`config.mk`:
```
export PLATFORM = sky130hd
export DESIGN_NAME = gestion_piles
export DESIGN_NICKNAME = d
export VERILOG_FILES = /design/src/rtl/piles_pkg.sv /design/src/rtl/diviseur_pulse.sv /design/src/rtl/gestion_piles.sv
export SDC_FILE = /design/constraint.sdc
export NUM_CORES = 1
export LEC_CHECK = 0
export BUFFER_PORTS_ARGS = -buffer_cell sky130_fd_sc_hd__buf_2
export CORE_MARGIN = 3
export CORE_UTILIZATION = 32
export CTS_CLUSTER_SIZE = 30
export DETAILED_ROUTE_END_ITERATION = 16
export HOLD_SLACK_MARGIN = 0.15
export SYNTH_ARGS = -nofsm -noshare
export SYNTH_HDL_FRONTEND = slang
export SYNTH_HIERARCHICAL = 1
export SYNTH_SLANG_ARGS = --single-unit
```
`constraint.sdc`:
```
create_clock -name clk -period 2.6 [get_ports clk]
set_input_delay 0.52 -clock clk [delete_from_list [all_inputs] [get_ports clk]]
set_output_delay 0.52 -clock clk [all_outputs]
set_load 0.01 [all_outputs]
```
`src/rtl/piles_pkg.sv`:
```
// ============================================================================
// Module  : piles_pkg
// Brief   : Shared definitions for the stack-management and gravity blocks.
// Revision: 1.0 - initial release
// ============================================================================
`default_nettype none

package piles_pkg;

  localparam int ROW_COUNT_DEFAULT = 6;

  localparam logic [1:0] COL_GAUCHE = 2'd0;
  localparam logic [1:0] COL_CENTRE = 2'd1;
  localparam logic [1:0] COL_DROITE = 2'd2;

  typedef enum logic {
    PLAY = 1'b0,
    LOST = 1'b1
  } etat_t;

endpackage

`default_nettype wire

```
`src/rtl/diviseur_pulse.sv`:
```
// ============================================================================
// Module  : diviseur_pulse
// Brief   : One-cycle tick every TICKS_PAR_LIGNE enabled clock cycles.
// Revision: 1.0 - initial release
// ============================================================================
`default_nettype none

module diviseur_pulse #(
  parameter int TICKS_PAR_LIGNE = 25000000
) (
  input  logic clk,
  input  logic reset,
  input  logic enable,
  input  logic clear,
  output logic pulse
);

  localparam int            CW   = (TICKS_PAR_LIGNE > 1) ? $clog2(TICKS_PAR_LIGNE) : 1;
  localparam logic [CW-1:0] LAST = CW'(TICKS_PAR_LIGNE - 1);

  logic [CW-1:0] r_cnt;
  logic          r_pulse;

  always_ff @(posedge clk or negedge reset) begin
    if (!reset) begin
      r_cnt   <= '0;
      r_pulse <= 1'b0;
    end else if (clear || !enable) begin
      r_cnt   <= '0;
      r_pulse <= 1'b0;
    end else if (r_cnt == LAST) begin
      r_cnt   <= '0;
      r_pulse <= 1'b1;
    end else begin
      r_cnt   <= r_cnt + CW'(1);
      r_pulse <= 1'b0;
    end
  end

  assign pulse = r_pulse;

endmodule

`default_nettype wire

```
`src/rtl/gestion_piles.sv`:
```
// ============================================================================
// Module  : gestion_piles
// Brief   : Three-stack height tracking, row clearing, lost detection and the
//           fall tick. Optional score counter under GESTION_PILES_SCORE_EN.
// Revision: 1.0 - initial release
// ============================================================================
`default_nettype none

module gestion_piles
  import piles_pkg::*;
#(
  parameter int ROW_COUNT       = ROW_COUNT_DEFAULT,
  parameter int TICKS_PAR_LIGNE = 25000000
) (
  input  logic       clk,
  input  logic       reset,
  input  logic       PlusGauche,
  input  logic       PlusCentre,
  input  logic       PlusDroite,
  input  logic       Aligne,
  input  logic [1:0] col,
  input  logic       restart,
  output logic [2:0] hauteurGauche,
  output logic [2:0] hauteurCentre,
  output logic [2:0] hauteurDroite,
  output logic       pulse,
`ifdef GESTION_PILES_SCORE_EN
  output logic [7:0] Score,
`endif
  output logic       EtatPerdu
);

  localparam logic [2:0] H_MAX = 3'(ROW_COUNT - 1);

  etat_t      r_state, w_state_next;
  logic [2:0] r_hg, r_hc, r_hd;
  logic [2:0] w_hg_next, w_hc_next, w_hd_next;
  logic       r_perdu;
  logic       w_align_ok;
  logic       w_full_hit;

  always_comb begin
    w_state_next = r_state;
    w_hg_next    = r_hg;
    w_hc_next    = r_hc;
    w_hd_next    = r_hd;
    w_align_ok   = 1'b0;
    w_full_hit   = 1'b0;

    if (restart) begin
      w_state_next = PLAY;
      w_hg_next    = '0;
      w_hc_next    = '0;
      w_hd_next    = '0;
    end else if (r_state == PLAY) begin
      if (Aligne) begin
        // Landing stack keeps its height; an Aligne cycle never applies Plus pulses.
        case (col)
          COL_GAUCHE: w_align_ok = (r_hc != '0) && (r_hd != '0);
          COL_CENTRE: w_align_ok = (r_hg != '0) && (r_hd != '0);
          COL_DROITE: w_align_ok = (r_hg != '0) && (r_hc != '0);
          default:    w_align_ok = 1'b0;
        endcase
        if (w_align_ok) begin
          if (col != COL_GAUCHE) w_hg_next = r_hg - 3'd1;
          if (col != COL_CENTRE) w_hc_next = r_hc - 3'd1;
          if (col != COL_DROITE) w_hd_next = r_hd - 3'd1;
        end
      end else begin
        if (PlusGauche) begin
          if (r_hg == H_MAX) w_full_hit = 1'b1;
          else               w_hg_next  = r_hg + 3'd1;
        end
        if (PlusCentre) begin
          if (r_hc == H_MAX) w_full_hit = 1'b1;
          else               w_hc_next  = r_hc + 3'd1;
        end
        if (PlusDroite) begin
          if (r_hd == H_MAX) w_full_hit = 1'b1;
          else               w_hd_next  = r_hd + 3'd1;
        end
      end

      if (w_full_hit || (w_hg_next == H_MAX) || (w_hc_next == H_MAX) ||
          (w_hd_next == H_MAX)) begin
        w_state_next = LOST;
      end
    end
  end

  always_ff @(posedge clk or negedge reset) begin
    if (!reset) begin
      r_state <= PLAY;
      r_hg    <= '0;
      r_hc    <= '0;
      r_hd    <= '0;
      r_perdu <= 1'b0;
    end else begin
      r_state <= w_state_next;
      r_hg    <= w_hg_next;
      r_hc    <= w_hc_next;
      r_hd    <= w_hd_next;
      r_perdu <= (w_state_next == LOST);
    end
  end

`ifdef GESTION_PILES_SCORE_EN
  logic [7:0] r_score;

  always_ff @(posedge clk or negedge reset) begin
    if (!reset) begin
      r_score <= '0;
    end else if (restart) begin
      r_score <= '0;
    end else if (w_align_ok && (r_score != 8'hFF)) begin
      r_score <= r_score + 8'd1;
    end
  end

  assign Score = r_score;
`endif

  // The tick must already be silent in the first LOST cycle, so gate on next state.
  diviseur_pulse #(
    .TICKS_PAR_LIGNE (TICKS_PAR_LIGNE)
  ) u_diviseur (
    .clk    (clk),
    .reset  (reset),
    .enable (w_state_next == PLAY),
    .clear  (restart),
    .pulse  (pulse)
  );

  assign hauteurGauche = r_hg;
  assign hauteurCentre = r_hc;
  assign hauteurDroite = r_hd;
  assign EtatPerdu     = r_perdu;

endmodule

`default_nettype wire

```
# After elaboration in Yosys (flattened, before gate mapping)
# Cells that the tools add are included.
# Widths: inputs -> output; s select.
dict set report word_totals {
  regBits 36
  in_bits 9
  out_inout_bits 11
  word_cells 84
}
dict set report op_classes {
  n_addsub 7
  eq_ne 12
  n_mux 47
  n_reduce_logical 12
}
# op count
set op_table {}
lappend op_table {{$mux 3} 27}
lappend op_table {{$mux 25} 2}
lappend op_table {{$add 25x1->25 const B} 1}
lappend op_table {{$eq 25x25->1 const B} 1}
lappend op_table {{$eq 3x3->1 const B} 6}
lappend op_table {{$mux 1} 17}
lappend op_table {{$add 3x1->3 const B} 3}
lappend op_table {{$reduce_bool 3->1} 3}
lappend op_table {{$sub 3x1->3 const B} 3}
lappend op_table {{$logic_or 1x1->1} 4}
lappend op_table {{$ne 2x2->1 const B} 2}
lappend op_table {{$logic_and 1x1->1} 3}
lappend op_table {{$pmux 1 s3} 1}
lappend op_table {{$eq 2x1->1 const B} 1}
lappend op_table {{$eq 2x2->1 const B} 1}
lappend op_table {{$logic_not 2->1} 1}
lappend op_table {{$ne 2x1->1 const B} 1}
lappend op_table {{$reduce_bool 2->1} 1}

# Depth between registers and ports, before layout
dict set report depth {
  word_depth 19
  depth_mapped 12
  mapped_depth_nobuf 11
}

# Modules after synthesis
# Netlist, hierarchy kept.
# mod instances cells_per_inst area_each_um2 seq_area_each_um2
set by_module_without_submodules {}
lappend by_module_without_submodules {diviseur_pulse 1 140 1355.0 650.6}
lappend by_module_without_submodules {gestion_piles 1 132 1128.6 250.2}

# Worst setup path after synthesis
# No wires, ideal clock.
dict set report synth_timing {
  path_type {input to register}
  startpoint {input col[0]}
  endpoint {register u_diviseur.r_cnt[10]}
  setup_time_ns 0.121
  arrival_time_ns 2.641
  t_required_ns 2.479
  setup_slack_ns -0.162
  stages 12
  n_path_buf 1
  path_cell_list {inv_1 -> ha_1 -> nand3b_2 -> o2111ai_4 -> a2111oi_4 -> mux2i_1 -> nand2_1 -> a31o_2 -> nor2b_1 -> o21ai_1 -> buf_2 -> nor2_1}
}
dict set report synth_between {
  elab_chain_cells 18
  elab_cells_between_ends 36
  classes_between {eq/ne (7); mux (23); reduce/logical (6)}
}
# item line_no
set synth_lines {}
lappend synth_lines {{start, declared} gestion_piles.sv:21} ;# input logic [1:0] col,
lappend synth_lines {{$eq 2x2->1, or another cell as far along} gestion_piles.sv:58} ;# case (col)
lappend synth_lines {{$pmux 1 s3} gestion_piles.sv:58}
lappend synth_lines {{$mux 1} gestion_piles.sv:56} ;# if (Aligne) begin
lappend synth_lines {{$mux 1} gestion_piles.sv:55} ;# end else if (r_state == PLAY) begin
lappend synth_lines {{$mux 1} gestion_piles.sv:50} ;# if (restart) begin
lappend synth_lines {{$mux 3} gestion_piles.sv:64} ;# if (w_align_ok) begin
lappend synth_lines {{$mux 3} gestion_piles.sv:56}
lappend synth_lines {{$mux 3} gestion_piles.sv:55}
lappend synth_lines {{$mux 3} gestion_piles.sv:50}
lappend synth_lines {{$eq 3x3->1} gestion_piles.sv:84} ;# if (w_full_hit || (w_hg_next == H_MAX) || (w_hc_next == H_MAX) ||
lappend synth_lines {{$logic_or 1x1->1 (2 in a row)} gestion_piles.sv:84}
lappend synth_lines {{$logic_or 1x1->1 (*)} gestion_piles.sv:84}
lappend synth_lines {{$mux 1 (*)} gestion_piles.sv:84}
lappend synth_lines {{$mux 1 (*)} gestion_piles.sv:55}
lappend synth_lines {{$mux 1 (*)} gestion_piles.sv:50}
lappend synth_lines {{$logic_or 1x1->1 (*)} diviseur_pulse.sv:28} ;# end else if (clear || !enable) begin
lappend synth_lines {{$mux 25 (*)} diviseur_pulse.sv:28}
lappend synth_lines {{end signal, assigned} diviseur_pulse.sv:35} ;# r_cnt <= r_cnt + CW'(1);
lappend synth_lines {{end, declared} diviseur_pulse.sv:21} ;# logic [CW-1:0] r_cnt;
# Mark *: on every way between the ends. The rest lies on a longest branch, timed or not. The select of a mux whose other input is x is not followed.
# A chain may end at the register's enable or synchronous reset.

# Worst setup path in the final report
dict set report layout_timing {
  startpoint {input col[0]}
  endpoint {register u_diviseur.r_cnt[9]}
}
# Same word-level chain as after synthesis.

==> run metrics <==
startpoint-to-endpoint class of the critical path in2reg; number of antenna violations at the first check in global routing 0; final period utilization 0.976; maximum vdd ir drop 0.191 mV; compound-cell area share of the yosys netlist 0.177; sequential share of power 0.407; buffer levels on the longest clock path 2; buffers and inverters on the worst path 3; CP Cell Sequence buf_2, buf_4, ha_1, nand3b_1, o32a_1, o221ai_2, o311ai_2, a31o_2, nor2b_4, o21ai_4, clkbuf_16, nor2_2; run status finished, final reports clean; clock slew at the register clock pins of the worst setup and hold paths 70 ps; worst-case headroom to the max-slew limit 0.483; Highest Clock Rate 394 MHz; startpoint of the most critical setup path col[0]; antenna violation net count after detailed routing 0; Antenna Diode Count 0; top cell family by delay on the critical path compound AO/OA/AOI/OAI gates; post-detailed-route DRC marker count 0; area share of xor/xnor cells in the synthesized design 0.0564; Synth warnings 6; die boundary width 94.1 um; CP max-delay cell o32a_1; insertion delay to the later sink of the worst-skew pair 280 ps; TritonCTS Sinks 36; sequential fraction of the synthesis area 0.363; overall via count from detail_route 2,233; type of the worst min-delay path in2async; Final Routed Wirelength 5810 um; Clock Power Share 0.273; average instance area after synthesis 9.13 um2; number of global-route vias before repair 2,114; share of cells above drive strength 1 0.329; wire per inst 13.6 um; library cells used by synthesis 58; standard-cell rows 31; maximum fanout along the worst path 6; final-stage net count 353; Placement Setup Slack -260 ps; required time worst endpoint 2770 ps; start of the worst register-to-register path hauteurGauche[1]; number of enable flip-flop cells after synthesis 0; total of buffers placed on input and output ports 19; Top-Level Pins 20; static leakage 1.33 nW; instance area after placement 2930 um2; Total Routing Usage GR 0.133; RSZ-0062 raised after global routing yes; Setup Viol. Count Final 0; arrival time of the worst setup path 2710 ps; Die H 94.1 um; wire length of the first global-routing pass 9800 um; clock tree from TritonCTS yes; Final min period 2540 ps; adder and majority cell fraction of the synthesized area 0.0856; Area Growth Syn to Fin 28.8%; number of DRC violations after detailed-routing iteration 0 102; CTS Root Buffer Type clkbuf_8; detailed placer's ending HPWL 4180 um; smallest setup slack after layout 61.7 ps; total non-filler cell area in the finished layout 3200 um2; Yosys top cell area share 0.363; switching share of power 0.305; async set or reset register ratio after synthesis 1.00; share of cell area taken by muxes after synthesis 0.00806; max-capacitance violation count 0; number of flip-flops and latches in the synthesized netlist 36; Net Sw Power 0.451 mW; number of buffers inserted during clock tree synthesis 5; DIE AREA 8850 um2; maximum level of the CTS H-tree 2; nature of the critical path startpoint primary input; Max Clock Skew 4.93 ps; post-synth top area cell dfrtp_1; CP Capture Type flip-flop; maximum cell stage delay along the critical path 390 ps; netlist area before placement 2480 um2; area of the core 7410 um2; largest family of logic cells by synthesized area simple AND/OR/NAND/NOR gates; gate count after technology mapping 272; net count of the mapped netlist 298; detail-routed via count per cell 5.23; remaining global-route overflow 0; Worst Max-Slew Pin Slew 775 ps; Cell Pwr Density 462 nW/um2; prevailing post-synth register cell dfrtp_1; Slew Viols, Final 0; starting utilization of the core area 0.335; number of iterations in the first detailed-routing pass 4; endpoints failing hold 0; relative contribution of combinational cells to total power 0.320; main area contributors after synthesis dfrtp_1 (36%), ha_1 (8.6%), nor2_1 (3.6%); largest net degree at the start of global routing 37; synthesized-area fraction occupied by and/or/nand/nor cells 0.269; weighted congestion reported at the end of routability-driven placement 0.871; internal power summed over all cells 1.03 mW
worst paths after layout:
check	end	slack, ps	cells after the start
setup / recovery	u_diviseur/r_cnt[9]	60	12
setup reg to reg	u_diviseur/r_cnt[9]	60	13
max in group asynchronous	hauteurGauche[0]	1750	1
hold reg to reg	u_diviseur/r_cnt[0]	520	1
hold / removal	u_diviseur/r_cnt[13]	310	1
min in group clk	u_diviseur/r_cnt[0]	520	1
power by group through the flow:
stage | Clock [mW] | Sequential [mW] | Combinational [mW]
4_1_cts | 0.418 | 0.601 | 0.432
6_report | 0.403 | 0.602 | 0.473
2_1_floorplan | 0 | 0.632 | 0.228
3_3_place_gp | 0 | 0.611 | 0.419
3_5_place_dp | 0 | 0.611 | 0.424
5_1_grt | 0.438 | 0.605 | 0.529
flip-flops by register name, summed over array words and instances (netlist names):
signal and cells:
EtatPerdu 1, hauteurCentre 3, hauteurDroite 3, hauteurGauche 3
u_diviseur/pulse 1, u_diviseur/r_cnt 25
layout make-up:
cell class	count	area, um2
fill	742	4210
multi-input combinational	213	1600
sequential	36	903
timing repair buffer	56	424
tap	99	124
clock buffer	8	90.1
inverter	15	56.3
cells by family (layout without fill, tap and decap cells):
kind of cell | count (synthesis) | after routing
buffers and inverters | 23 | 79
multiplexers | 2 | 2
adder cells (fa/ha/maj) | 17 | 17
AND/OR/NAND/NOR | 118 | 118
flip-flops | 36 | 36
AO/OA/AOI/OAI | 60 | 60
XOR/XNOR | 16 | 16
metal layers:
| metal | vias up | track usage | routed length [um] |
|---|---|---|---|
| li1 | 1103 | - | - |
| met1 | 1076 | 0.178 | 2810 |
| met2 | 43 | 0.221 | 2710 |
| met3 | 11 | 0.0176 | 186 |
| met4 | 0 | 0.0457 | 106 |
| met5 | - | 0 | 0 |
placed cells by master (no fill, tap or decap), types with 3 or more instances in the layout:
cell,n
o22ai_1,4
xnor2_1,10
xor2_1,6
nor2b_1,3
and4_1,4
clkbuf_8,6
or3_1,5
nand4_1,8
nor4_1,5
o31ai_1,6
buf_2,19
nand2b_1,6
nor2_1,12
inv_1,12
ha_1,14
a21oi_1,13
nor3_1,4
nand2_1,23
a21oi_2,4
nor2_2,12
a31oi_1,3
and3_1,3
o21ai_0,7
nand3_1,9
dfrtp_1,34
or4_1,5
buf_4,33
synth_stat cells (4+ instances only):
library cell and count:
nor2b_1 4, nor3_1 5, xnor2_1 10, nor4_1 5, a21oi_1 17, or3_1 5
and4_1 4, nand2b_1 6, inv_1 14, buf_2 4, xor2_1 6, o21ai_0 7
ha_1 17, o22ai_1 4, o31ai_1 6, nand2_1 23, nand4_1 8, nand3_1 9
dfrtp_1 36, or4_1 5, nor2_1 24
worst reg2reg max path, delay by kind of cell, from the launching register on:
| family | cells | cell delay (ps) |
|---|---|---|
| flip-flops | 1 | 410 |
| AND/OR/NAND/NOR | 4 | 490 |
| adder cells (fa/ha/maj) | 1 | 120 |
| AO/OA/AOI/OAI | 5 | 940 |
| buffers and inverters | 3 | 470 |
per-stage QoR:
stage / hold WS [ps] / TNS [ps] / util / cells / power, mW
after floorplan: 224 / -351 / - / 272 / 0.860
after global placement: 512 / -5360 / 0.395 / 415 / 1.03
after detailed placement: 527 / -6100 / 0.395 / 415 / 1.04
after CTS: 349 / -10.0 / 0.409 / 423 / 1.45
after global routing: 382 / -1400 / 0.432 / 427 / 1.57
final: 309 / 0 / 0.432 / 427 / 1.48
what timing repair did:
item / in CTS / in global routing
buffers inserted: 0 / 1
gates resized for setup: 3 / 29
endpoints found under the setup margin: 25 / 24
gates cloned: 0 / 3
pin swaps: 2 / 9
hold buffers: 0 / 0
(Power assumes the default switching activity.)
